$ cat src/rtl/lsu_pkg.sv
// Shared types and helpers for the load/store unit: FSM states, funct3 codes
// and the funct3 legality check used when a request is accepted.
package lsu_pkg;

  typedef enum logic [2:0] {
    IDLE,
    LOAD,
    RMW_RD,
    WRITE,
    RESP
  } lsu_state_e;

  localparam logic [2:0] F3_B  = 3'b000;
  localparam logic [2:0] F3_H  = 3'b001;
  localparam logic [2:0] F3_W  = 3'b010;
  localparam logic [2:0] F3_BU = 3'b100;
  localparam logic [2:0] F3_HU = 3'b101;

  function automatic logic is_legal_f3(input logic store, input logic [2:0] f3);
    logic legal;
    legal = 1'b0;
    if (store) begin
      legal = (f3 == F3_B) || (f3 == F3_H) || (f3 == F3_W);
    end else begin
      legal = (f3 == F3_B) || (f3 == F3_H) || (f3 == F3_W) ||
              (f3 == F3_BU) || (f3 == F3_HU);
    end
    return legal;
  endfunction

endpackage

$ cat src/rtl/lsu_align.sv
// Combinational data path: load extract/extend and sub-word store merge.
// The memory returns the bytes starting at the access address, so no shifting is needed.
module lsu_align
  import lsu_pkg::*;
#(
  parameter int DWIDTH = 32
) (
  input  logic [2:0]        funct3,
  input  logic [DWIDTH-1:0] raw,
  input  logic [DWIDTH-9:0] old_hi,
  input  logic [DWIDTH-1:0] wdata,
  output logic [DWIDTH-1:0] load_data,
  output logic [DWIDTH-1:0] store_data
);

  always_comb begin
    load_data = raw;
    case (funct3)
      F3_B:    load_data = {{(DWIDTH-8){raw[7]}}, raw[7:0]};
      F3_H:    load_data = {{(DWIDTH-16){raw[15]}}, raw[15:0]};
      F3_BU:   load_data = {{(DWIDTH-8){1'b0}}, raw[7:0]};
      F3_HU:   load_data = {{(DWIDTH-16){1'b0}}, raw[15:0]};
      default: load_data = raw;
    endcase
  end

  // old_hi is the previously read word without its lowest byte
  always_comb begin
    store_data = wdata;
    case (funct3)
      F3_B:    store_data = {old_hi, wdata[7:0]};
      F3_H:    store_data = {old_hi[DWIDTH-9:8], wdata[15:0]};
      default: store_data = wdata;
    endcase
  end

endmodule

$ cat src/rtl/lsu.sv
// Load/store unit: one request at a time, sub-word stores done as read-modify-write.
// Responses are held until consumed; a new request is taken only from IDLE.
module lsu
  import lsu_pkg::*;
#(
  parameter int AWIDTH = 32,
  parameter int DWIDTH = 32
) (
  input  logic              clk,
  input  logic              rst,
  input  logic              req_valid_i,
  output logic              req_ready_o,
  input  logic              req_store_i,
  input  logic [2:0]        req_funct3_i,
  input  logic [AWIDTH-1:0] req_addr_i,
  input  logic [DWIDTH-1:0] req_wdata_i,
  output logic              rsp_valid_o,
  input  logic              rsp_ready_i,
  output logic [DWIDTH-1:0] rsp_rdata_o,
  output logic              rsp_err_o,
  output logic [AWIDTH-1:0] mem_addr_o,
  output logic [DWIDTH-1:0] mem_wdata_o,
  output logic              mem_read_en_o,
  output logic              mem_write_en_o,
  input  logic [DWIDTH-1:0] mem_rdata_i
);

  lsu_state_e        state, state_nxt;
  logic [2:0]        f3_q;
  logic [AWIDTH-1:0] addr_q;
  logic [DWIDTH-1:0] wdata_q;
  logic [DWIDTH-9:0] old_hi_q;
  logic [DWIDTH-1:0] rdata_q;
  logic              err_q;
  logic [DWIDTH-1:0] load_data;
  logic [DWIDTH-1:0] store_data;
  logic              req_legal;

  assign req_legal = is_legal_f3(req_store_i, req_funct3_i);

  lsu_align #(.DWIDTH(DWIDTH)) u_align (
    .funct3    (f3_q),
    .raw       (mem_rdata_i),
    .old_hi    (old_hi_q),
    .wdata     (wdata_q),
    .load_data (load_data),
    .store_data(store_data)
  );

  always_comb begin
    state_nxt = state;
    case (state)
      IDLE: begin
        if (req_valid_i) begin
          if (!req_legal)                  state_nxt = RESP;
          else if (!req_store_i)           state_nxt = LOAD;
          else if (req_funct3_i == F3_W)   state_nxt = WRITE;
          else                             state_nxt = RMW_RD;
        end
      end
      LOAD:    state_nxt = RESP;
      RMW_RD:  state_nxt = WRITE;
      WRITE:   state_nxt = RESP;
      RESP:    if (rsp_ready_i) state_nxt = IDLE;
      default: state_nxt = IDLE;
    endcase
  end

  always_ff @(posedge clk) begin
    if (rst) begin
      state    <= IDLE;
      f3_q     <= '0;
      addr_q   <= '0;
      wdata_q  <= '0;
      old_hi_q <= '0;
      rdata_q  <= '0;
      err_q    <= 1'b0;
    end else begin
      state <= state_nxt;
      if (state == IDLE && req_valid_i) begin
        f3_q    <= req_funct3_i;
        addr_q  <= req_addr_i;
        wdata_q <= req_wdata_i;
        rdata_q <= '0;
        err_q   <= !req_legal;
      end
      if (state == LOAD)   rdata_q  <= load_data;
      if (state == RMW_RD) old_hi_q <= mem_rdata_i[DWIDTH-1:8];
    end
  end

  // Enables are gated by rst so a reset landing mid-access never touches memory
  assign req_ready_o    = (state == IDLE) && !rst;
  assign rsp_valid_o    = (state == RESP);
  assign rsp_rdata_o    = rdata_q;
  assign rsp_err_o      = err_q;
  assign mem_addr_o     = addr_q;
  assign mem_wdata_o    = (state == WRITE) ? store_data : '0;
  assign mem_read_en_o  = ((state == LOAD) || (state == RMW_RD)) && !rst;
  assign mem_write_en_o = (state == WRITE) && !rst;

endmodule

$ cat config.mk
export PLATFORM = sky130hd
export DESIGN_NAME = lsu
export DESIGN_NICKNAME = d
export VERILOG_FILES = /design/src/rtl/lsu_pkg.sv /design/src/rtl/lsu_align.sv /design/src/rtl/lsu.sv
export SDC_FILE = /design/constraint.sdc
export NUM_CORES = 1
export LEC_CHECK = 0
export ABC_AREA = 1
export ABC_CLOCK_PERIOD_IN_PS = 1900
export BUFFER_PORTS_ARGS = -buffer_cell sky130_fd_sc_hd__buf_2
export CAP_MARGIN = 0
export CORE_MARGIN = 8
export CORE_UTILIZATION = 40
export CTS_CLUSTER_SIZE = 25
export DETAILED_ROUTE_END_ITERATION = 8
export PLACE_DENSITY_LB_ADDON = 0.25
export SLEW_MARGIN = 5
export SYNTH_ARGS = -nofsm -noshare
export SYNTH_HDL_FRONTEND = slang
export SYNTH_HIERARCHICAL = 1
export SYNTH_SLANG_ARGS = --single-unit
$ cat constraint.sdc
create_clock -name clk -period 1.9 [get_ports clk]
set_input_delay 0.095 -clock clk [delete_from_list [all_inputs] [get_ports clk]]
set_output_delay 0.095 -clock clk [all_outputs]
set_load 0.02 [all_outputs]
Yosys cells after proc, flatten, opt, wreduce, memory -nomap -nowiden
Cells that the tools add are included.

operators by class
  equality and inequality tests = 13
  order comparisons = 0
  div/mod/pow operators = 0
  add/sub/neg operators = 0
  shifts and indexed selects = 0
  muxes and demuxes = 12
  reduce and logical (&&, ||, !) cells = 17
  bitwise operators = 0
  multipliers = 0

operators by type and width
  operator              number
  $pmux W32 S4          1
  $mux W32              3
  $pmux W32 S2          1
  $eq A3 B3 Y1 const B  5
  $pmux W3 S4           1
  $eq A3 B1 Y1 const B  3
  $eq A3 B2 Y1 const B  3
  $logic_not A3 Y1      3
  $mux W3               3
  $logic_or A1 B1 Y1    5
  $logic_and A1 B1 Y1   4
  $logic_not A1 Y1      2
  $mux W1               2
  $mux W2               1
  $ne A2 B1 Y1 const B  1
  $ne A2 B2 Y1 const B  1
  $reduce_and A2 Y1     1
  $reduce_bool A2 Y1    1
  $reduce_or A2 Y1      1

storage, ports and cells
  memory bits (writable) = 0
  memories kept = 0
  latch bits = 0
  ROM bits = 0
  bits in registers = 127

Longest topological paths before layout
  depth in word-level cells = 9
  mapped depth = 8

Hierarchy
The synthesis kept the hierarchy.

modules (own cells, without submodules)
  module     times used  area an instance (µm²)  cells an instance
  lsu        1           4750.8                  643
  lsu_align  1           767.0                   154

Worst setup path after synthesis
No wires, ideal clock.

  path type = register -> output
  start point = register state[0]
  end point = output mem_read_en_o
  buffers on the path = 1
  arrival = 1310 ps
  slack = 495 ps
  data required time = 1805 ps
  stages on the path, launching flop included = 6
  path through = dfxtp_1 inv_1 nor3_4 buf_2 inv_1 a21oi_1

between the ends
  word-level cells in the longest chain between the ends = 3
  elaborated cells between the ends (all ways) = 4

ends and longest elaborated chain
  element                                              RTL line   text
  start, declared                                      lsu.sv:28  lsu_state_e state, state_nxt;
  start signal, assigned                               lsu.sv:79  state <= state_nxt;
  $eq A3 B1 Y1 / $eq A3 B2 Y1 (equally long branches)  lsu.sv:99  assign mem_read_en_o = ((state == LOAD) || (state == RMW_RD)) && !rst;
  $logic_or A1 B1 Y1 (*)                               lsu.sv:99
  $logic_and A1 B1 Y1 (*)                              lsu.sv:99
  end, declared                                        lsu.sv:23  output logic mem_read_en_o,

Mark *: on every way between the ends. The rest lies on a longest branch, timed or not.

Worst setup path after layout
  start point = register f3_q[1]
  end point = output mem_wdata_o[22]

between the ends
  word-level cells in the longest chain between the ends = 3
  elaborated cells between the ends (all ways) = 4

ends and longest elaborated chain
  element                                                  RTL line         text
  start, declared                                          lsu.sv:29        logic [2:0] f3_q;
  start signal, assigned                                   lsu.sv:81        f3_q <= req_funct3_i;
  $eq A3 B1 Y1 / $logic_not A3 Y1 (equally long branches)  lsu_align.sv:30  case (funct3)
  $pmux W32 S2 (*)                                         lsu_align.sv:30
  net store_data[22]                                       lsu.sv:36        logic [DWIDTH-1:0] store_data;
  $mux W32 (*)                                             lsu.sv:98        assign mem_wdata_o = (state == WRITE) ? store_data : '0;
  end, declared                                            lsu.sv:22        output logic [DWIDTH-1:0] mem_wdata_o,

The timed path passes the listed nets; every way through them passes the cells marked *.

==> impl_results.md <==
* Outcome: completed
* Final #Nets at 1173
* Rows at between 40 and 50
* DR WL/cell at 14.2 um
* Synth cell types at 22
* Initial antenna violation count at 0
* Routability cong. at 0.825
* CP Max Fanout at 17
* Clock insertion delay at the later pin of the skew report at just over 400 ps
* Worst Clk Skew at 7.90 ps
* Slowest CP cell: dfxtp_2
* Max-slew headroom at 0.512
* Hpwl dp at between 10 and 15 mm
* Synth Register Bits at 127
* Vias/cell at 4.63
* Crit path launch: f3_q[1]
* Syn nets at about 900
* HP Class: in -> reg
* Post-Synthesis Cells at around 800
* Post-Place Cells at 1130
* Syn Area/Cell at 6.92 um2
* Final hold viol count at 0
* Deepest clock path buffer count at 2
* Die Wd at 133 um
* Combinational Power Share at 0.174
* Setup crit start kind: flip-flop
* RSZ-0062 raised after global routing: false
* CP required at 1800 ps
* Vias in the first global route at 5789
* VDD IR max at 0.524 mV
* Clock network fraction of total power at 0.446
* Seq/Total Area, Yosys at 0.461
* Max Slew Vio Count at 0
* N_diodes at 0
* Sw power at 2.09 mW
* Total of max-cap violations at 0
* Synth top area cells: dfxtp_1 46%, nand2_1 24%, a21oi_1 11%
* Boundary pin count at roughly 210
* Synth-to-Final Area Change at 47.9%
* Cell taking the most area after synthesis: dfxtp_1
* Post-route ant nets at 0
* Final instance area at 0.00816 mm2
* Setup TNS at 0 ps
* Largest net degree at the start of global routing at 42
* Num CTS Buffers at 17
* Detailed Routing Iterations Pass 1 at 5
* Flop pwr share at 0.380
* CTS tree: yes
* Placeable Area at 0.0137 mm2
* Critical path class: reg -> out
* Ys Warns at 6
* Share of cells above drive strength 1 at 0.247
* Residual DRC at 0
* Worst setup EP type: output port
* First-pass GRT wire length at between 20 and 30 mm
* Final setup fails at 0
* Synth top area share at 0.461
* Hold_sp: req_store_i
* FF-to-FF Start: state[2]
* Initial DRC count at 492
* WL final at 17.9 mm
* Worst-path clk slew at roughly 50 ps
* CTS root buffer: clkbuf_16
* Sink Count at 127
* Leak Pwr at 3.73 nW
* I/O Buffers at 204
* Sw Ratio at 0.270
* Initial core utilization at 0.404
* Slowest stage delay, CP at 450 ps
* GRT Total Usage at 0.201
* Critical path, cell by cell: inv_1 > nand2_8 > nand2_1 > nand2_1 > inv_1 > nor2_1 > buf_2
* Die H at 133 um
* Overflow after GRT at 0
* Mapped cell area at around 0.0055 mm2
* H-tree depth at 4
* Cell area power density at 951 mW/mm2
* Worst Max-Slew Pin Slew at 730 ps
* Worst path arrival time at 1670 ps
* Die area at 0.0178 mm2
* Int Power at 5.66 mW
* Maximum clock frequency at between 0.5 and 0.6 GHz
* Final Critical Period at 1760 ps
* Tcrit/Tclk final at 0.928
* Post-route insts no fill at 1262
* DP Area at about 0.0065 mm2
* Vias at 5837
power groups by stage:
| stage | sequential, mW | clock (mW) | combinational, mW |
|---|---|---|---|
| finish | 2.94 | 3.46 | 1.35 |
| global route | 2.97 | 3.66 | 1.50 |
| CTS | 2.94 | 3.52 | 1.35 |
| detailed placement | 3.00 | 0 | 1.18 |
| global placement | 2.99 | 0 | 1.18 |
| floorplan | 3.09 | 0 | 0.745 |
critical path: cells and delay by family (launching register included):
kind	cells	cell delay [ps]
flip-flops	1	450
buffers and inverters	3	380
AND/OR/NAND/NOR	4	430
final timing paths:
path                     endpoint  slack, ps  cells past startpoint
setup / recovery  mem_wdata_o[22]        140                      7
hold / removal           state[1]        110                      5
setup reg to reg   rsp_rdata_o[0]        220                      6
hold reg to reg    mem_addr_o[24]        460                      2
sequential cells by signal, indices dropped and copies added (netlist names):
register,flops
state,3
f3_q,3
rsp_err_o,1
mem_addr_o,32
old_hi_q,24
rsp_rdata_o,32
wdata_q,32
cells in the mapped netlist (all sizes together):
master  number
a21oi      126
buf         44
clkbuf      21
dfxtp      127
inv         45
nand2      355
nand3       29
nor2        42
nor3         4
o21a         1
o21ai        2
o21bai       1
cells by family after synthesis:
group,Yosys count,share of synthesized area
AOI/OAI and AO/OA,130,0.119
buffers and inverters,110,0.100
DFF,127,0.461
and+or+nand+nor,430,0.320
through the flow:
step	utilization	hold slack (ps)	worst slack [ps]	total power [mW]
2_1_floorplan	-	239	495	3.84
3_3_place_gp	0.477	349	301	4.17
3_5_place_dp	0.477	353	249	4.17
4_1_cts	0.596	96.6	38.9	7.81
5_1_grt	0.597	95.6	4.99	8.13
6_report	0.597	107	137	7.76
placed cells by master, fill, tap and decap left out, drive strengths merged:
master and instances:
clkbuf 21, nor2 42, clkinv 6, dlygate4sd3 100
o21a 1, a21oi 126, nand2 355, o21ai 2
nand3 29, inv 45, nor3 4, clkinvlp 1
o21bai 1, bufinv 4, dfxtp 127, buf 218
metal layers:
layer	vias to the layer above	wire (um)	global-route usage	part of all wire
met3	18	1080	0.0651	0.060
met2	176	8290	0.312	0.46
li1	3011	-	-	-
met4	0	280	0.0618	0.016
met1	2632	8260	0.259	0.46
met5	-	0	0	0
layout make-up:
class,instances,area [um2]
Clock buffer,21,470
Clock inverter,11,161
Fill cell,1243,5510
Inverter,45,169
Multi-Input combinational cell,560,2430
Sequential cell,127,2550
Tap cell,180,225
Timing Repair Buffer,318,2160
repair_timing:
item	CTS	global route
endpoints found under the hold margin	100	0
setup endpoints to repair	13	17
hold buffers	100	0
resized for setup	2	4
pin swaps	0	0
setup buffers	0	0
(Power assumes the default switching activity.)
